===== src/rtl/uart_rx.sv =====
// 8N1 UART receiver: two-flop input synchronizer, oversampled start-bit
// qualification, mid-bit data/stop sampling and framing-error recovery.
module uart_rx #(
   parameter int OVERSAMPLE = 8,
   parameter int DATA_BITS  = 8
) (
   input  logic                 clk,
   input  logic                 rst,
   input  logic                 baud_tick,
   input  logic                 rx_wire,
   output logic [DATA_BITS-1:0] rx_data,
   output logic                 rx_valid,
   output logic                 rx_error,
   output logic                 rx_busy
);

   localparam int TW = (OVERSAMPLE > 1) ? $clog2(OVERSAMPLE) : 1;
   localparam int BW = (DATA_BITS > 1) ? $clog2(DATA_BITS) : 1;

   localparam logic [TW-1:0] TICK_MID  = TW'(OVERSAMPLE / 2);
   localparam logic [TW-1:0] TICK_LAST = TW'(OVERSAMPLE - 1);
   localparam logic [BW-1:0] BIT_LAST  = BW'(DATA_BITS - 1);

   typedef enum logic [2:0] {
      S_IDLE,
      S_START,
      S_DATA,
      S_STOP,
      S_RECOVER
   } state_e;

   logic                 rx_meta_q;
   logic                 rx_s_q;

   state_e               state_q,    state_d;
   logic [TW-1:0]        tick_cnt_q, tick_cnt_d;
   logic [BW-1:0]        bit_idx_q,  bit_idx_d;
   logic [DATA_BITS-1:0] shreg_q,    shreg_d;
   logic [DATA_BITS-1:0] rx_data_q,  rx_data_d;
   logic                 rx_valid_q, rx_valid_d;
   logic                 rx_error_q, rx_error_d;

   // Synchronizer idles high so reset never looks like a start bit.
   always_ff @(posedge clk) begin
      if (rst) begin
         rx_meta_q <= 1'b1;
         rx_s_q    <= 1'b1;
      end else begin
         rx_meta_q <= rx_wire;
         rx_s_q    <= rx_meta_q;
      end
   end

   always_ff @(posedge clk) begin
      if (rst) begin
         state_q    <= S_IDLE;
         tick_cnt_q <= '0;
         bit_idx_q  <= '0;
         shreg_q    <= '0;
         rx_data_q  <= '0;
         rx_valid_q <= 1'b0;
         rx_error_q <= 1'b0;
      end else begin
         state_q    <= state_d;
         tick_cnt_q <= tick_cnt_d;
         bit_idx_q  <= bit_idx_d;
         shreg_q    <= shreg_d;
         rx_data_q  <= rx_data_d;
         rx_valid_q <= rx_valid_d;
         rx_error_q <= rx_error_d;
      end
   end

   always_comb begin
      state_d    = state_q;
      tick_cnt_d = tick_cnt_q;
      bit_idx_d  = bit_idx_q;
      shreg_d    = shreg_q;
      rx_data_d  = rx_data_q;
      rx_valid_d = 1'b0;
      rx_error_d = 1'b0;

      if (baud_tick) begin
         unique case (state_q)
            S_IDLE: begin
               if (!rx_s_q) begin
                  state_d    = S_START;
                  tick_cnt_d = TW'(1);
               end
            end

            // Start bit must still be low half a bit time after the edge.
            S_START: begin
               if (tick_cnt_q == TICK_MID) begin
                  tick_cnt_d = '0;
                  bit_idx_d  = '0;
                  state_d    = rx_s_q ? S_IDLE : S_DATA;
               end else begin
                  tick_cnt_d = tick_cnt_q + TW'(1);
               end
            end

            S_DATA: begin
               if (tick_cnt_q == TICK_LAST) begin
                  shreg_d    = {rx_s_q, shreg_q[DATA_BITS-1:1]};
                  tick_cnt_d = '0;
                  bit_idx_d  = bit_idx_q + BW'(1);
                  if (bit_idx_q == BIT_LAST) begin
                     bit_idx_d = '0;
                     state_d   = S_STOP;
                  end
               end else begin
                  tick_cnt_d = tick_cnt_q + TW'(1);
               end
            end

            S_STOP: begin
               if (tick_cnt_q == TICK_LAST) begin
                  tick_cnt_d = '0;
                  if (rx_s_q) begin
                     rx_data_d  = shreg_q;
                     rx_valid_d = 1'b1;
                     state_d    = S_IDLE;
                  end else begin
                     rx_error_d = 1'b1;
                     state_d    = S_RECOVER;
                  end
               end else begin
                  tick_cnt_d = tick_cnt_q + TW'(1);
               end
            end

            // Wait for the line to return high so a break cannot re-trigger.
            S_RECOVER: begin
               if (rx_s_q) begin
                  state_d = S_IDLE;
               end
            end

            default: begin
               state_d = S_IDLE;
            end
         endcase
      end
   end

   always_comb begin
      rx_busy = (state_q != S_IDLE);
   end

   assign rx_data  = rx_data_q;
   assign rx_valid = rx_valid_q;
   assign rx_error = rx_error_q;

endmodule


===== config.mk =====
export PLATFORM = sky130hd
export DESIGN_NAME = uart_rx
export DESIGN_NICKNAME = d
export VERILOG_FILES = /design/src/rtl/uart_rx.sv
export SDC_FILE = /design/constraint.sdc
export NUM_CORES = 1
export LEC_CHECK = 0
export ABC_AREA = 1
export CAP_MARGIN = 30
export CORE_MARGIN = 2
export CORE_UTILIZATION = 45
export CTS_CLUSTER_DIAMETER = 100
export DETAILED_ROUTE_END_ITERATION = 16
export DONT_BUFFER_PORTS = 1
export REMOVE_ABC_BUFFERS = 1
export SYNTH_ARGS = -nofsm -noshare
export SYNTH_HDL_FRONTEND = slang
export SYNTH_SLANG_ARGS = --single-unit
export TNS_END_PERCENT = 1

===== constraint.sdc =====
create_clock -name clk -period 2.1 [get_ports clk]
set_clock_uncertainty 0.05 [all_clocks]
set_input_delay 0.315 -clock clk [delete_from_list [all_inputs] [get_ports clk]]
set_output_delay 0.315 -clock clk [all_outputs]
set_load 0.005 [all_outputs]

==> results by group <==
Yosys
  • Avg Cell Area, Syn: between 7 and 8 sq um
  • Main synth FF type: dfxtp_1
  • Number of flops mapped to enable cells by yosys: 0
  • Distinct cells, synth: 24
  • Post-synth ARST share: 0%
  • Sequential area share after synthesis: 44.2%
  • Synthesized instance count: around 170
  • Yosys reg bits: 29
  • Number of warnings issued by yosys: 0
  • Post-Syn Area: about 1300 sq um

Clocking
  • # clock sinks: 29
  • CTS tree: done
  • H-tree depth: 2
  • Clock Latency Late Sink: around 320 ps
  • Total CTS buffers: 5
  • PostCTS Resize Cnt: 0
  • Clock-pin slew on the worst setup and hold paths: about 90 ps
  • CTS Buffer Depth: 2
  • Root buf cell: clkbuf_4

Routing
  • 1st-iter DRT viols: 45
  • Routed WL per cell: between 10 and 15 microns
  • Detail Route Antenna Nets: 0
  • Drt drc: 0
  • Pre-Repair DR Iteration Count: 4
  • Via count: 1047
  • Final wirelength: 2.32 mm
  • Vias per cell: about 5.2

Floorplanning
  • Core area: between 2000 and 3000 sq um
  • Die X: between 50 and 60 microns
  • Die ar.: 3360 sq um
  • I/O pin count: 15
  • Initial Utilization: 47.6%
  • DIE HEIGHT: just under 60 microns
  • Row Count: 19

Pwr
  • Switching pwr: roughly 0.29 mW
  • Maximum VDD drop: approximately 550 uV
  • Pwr/cell area: around 840 nW/um^2
  • Internal: between 0.8 and 0.9 mW
  • Reg power frac: about half
  • Clk pwr share: between 30 and 40%
  • Logic pwr share: a little over a tenth
  • Sw frac: 24.2%
  • LEAKAGE: between 0.5 and 0.6 nW

GRT
  • Grt total ovfl: 0
  • Largest net degree at the start of global routing: 24
  • Global-route usage over all layers: 16.0%
  • Initial antenna violation count: 0
  • Vias in the first global route: 992
  • First-pass GRT wire length: 4.13 mm

Critical path
  • Worst setup SP type: flop
  • Element type at the critical path end: flop
  • Req. time, crit path: 2270 ps
  • CP max FO: 4
  • CP startpoint: tick_cnt_q[0]
  • Critical Path AT: roughly 1700 ps
  • FF-to-FF path depth: 10
  • Critical path class: reg2reg
  • R2R Path Start: tick_cnt_q[0]

STA
  • Worst-margin pin slew: 592 ps
  • Final Cycle Share: 72.3%
  • Achievable Freq: between 600 and 700 MHz
  • RSZ-0062 raised after global routing: no
  • Max-slew violations: 0
  • Max-slew headroom: 60.5%
  • Hold Fails Final Rpt: 0
  • Minimum clock period: about 1500 ps
  • Setup TNS: 0 ps
  • Final setup fails: 0

Hold path
  • Hold path start: rx_wire
  • Hold Crit Class: in2reg
  • WHS Path Cells: 1

Layout
  • Final core utilization: 51.5%
  • Area grow syn2layout: 8.29%
  • N_diodes: 0
  • Fraction of final layout cells sized beyond drive strength 1: a little under an eighth
  • Layout Nets: between 150 and 200
  • Fill cell count: 260

Placement
  • IO buf count: 0
  • Dpl hpwl: 1.67 mm
  • GPL Wtd Cong: between 0.8 and 0.9

Run
  • Max_cap viols: 0

Run status
  • Run status: finished clean
==> flip-flops by register name, indices dropped and copies added, names as in the netlist <==
| name | count |
|---|---|
| rx_error | 1 |
| rx_s_q | 1 |
| shreg_q | 8 |
| bit_idx_q | 3 |
| state_q | 3 |
| rx_meta_q | 1 |
| rx_valid | 1 |
| rx_data | 8 |
| tick_cnt_q | 3 |
==> worst max-delay path, cell delays in order (launching register included) <==
cell and delay, ps:
dfxtp_1 370, inv_1 70, ha_1 190, nand2_1 70, nand3_1 160, nand2_1 140, inv_1 50, nand2_1 110
inv_1 90, nor2_1 90, nor2_1 50
==> path summary, 6_finish.rpt <==
check / end / slack [ps]
max reg2reg: bit_idx_q[0] / 580
min: rx_meta_q / 40
min reg2reg: rx_s_q / 370
max: bit_idx_q[0] / 580
==> metrics by stage <==
step                      area [sq um]  instances  power [mW]  worst slack, ps  hold slack (ps)
after global routing              1420        203        1.25              408             32.1
after CTS                         1410        201        1.20              217             29.9
after global placement            1310        192       0.727              282              339
after floorplan                   1270        161       0.701              513              334
after detailed placement          1310        192       0.729              234              341
final                             1420        203        1.19              581             38.4
==> placed cells by master, fill, tap and decap left out, types with 5 or more instances in the layout <==
cell type,instances
o21ai_0,26
inv_1,21
nand3_1,9
nor2_1,20
ha_1,6
nand2_1,16
a21oi_1,18
dfxtp_1,29
clkbuf_4,5
==> synthesized netlist by cell type (2+ instances only) <==
cell type,instances,area share (%)
nand2_1,16,4.6
inv_1,21,6.0
o21ai_2,2,1.3
a21oi_1,18,6.9
nor3_1,2,0.76
o21ai_0,26,9.9
ha_1,6,5.7
or2_2,2,0.95
a21oi_2,2,1.3
nand3_1,9,3.4
nor2_4,2,1.7
nor2_1,20,5.7
dfxtp_1,29,44
==> area by class of cell <==
| type | count | area [sq um] | area share, % |
|---|---|---|---|
| Clock inverter | 1 | 30.0 | 2.11 |
| Multi-Input combinational cell | 110 | 604 | 42.5 |
| Tap cell | 31 | 38.8 | 2.73 |
| Sequential cell | 29 | 581 | 40.8 |
| Timing Repair Buffer | 3 | 25.0 | 1.76 |
| Clock buffer | 7 | 55.1 | 3.87 |
| Inverter | 22 | 87.6 | 6.16 |
==> power groups by stage <==
stage               clock (mW)  sequential [mW]  combinational, mW
floorplan                    0            0.603             0.0988
global placement             0            0.609              0.119
detailed placement           0            0.609              0.120
CTS                      0.481            0.596              0.125
global route             0.506            0.600              0.148
finish                   0.467            0.596              0.124
==> cell families after synthesis <==
| family | count (synthesis) | synth area share, % |
|---|---|---|
| adder cells (fa/ha/maj) | 6 | 5.72 |
| AO/OA/AOI/OAI | 48 | 19.4 |
| AND/OR/NAND/NOR | 56 | 20.9 |
| flip-flops | 29 | 44.2 |
| buffers and inverters | 27 | 9.72 |
==> repair_timing <==
item                       in CTS  in global routing
setup buffers                   0                  2
hold buffers                    1                  0
hold endpoints to repair        4                  0
setup endpoints to repair       0                  1
==> metal layers <==
layer | global-route usage [%] | vias to the layer above | share of wire, %
met5 | 0 | - | 0
met4 | 6.98 | 0 | 1.3
met3 | 4.46 | 5 | 5.6
met2 | 26.1 | 26 | 48
met1 | 19.7 | 457 | 45
li1 | - | 559 | -
(Power assumes the default switching activity.)
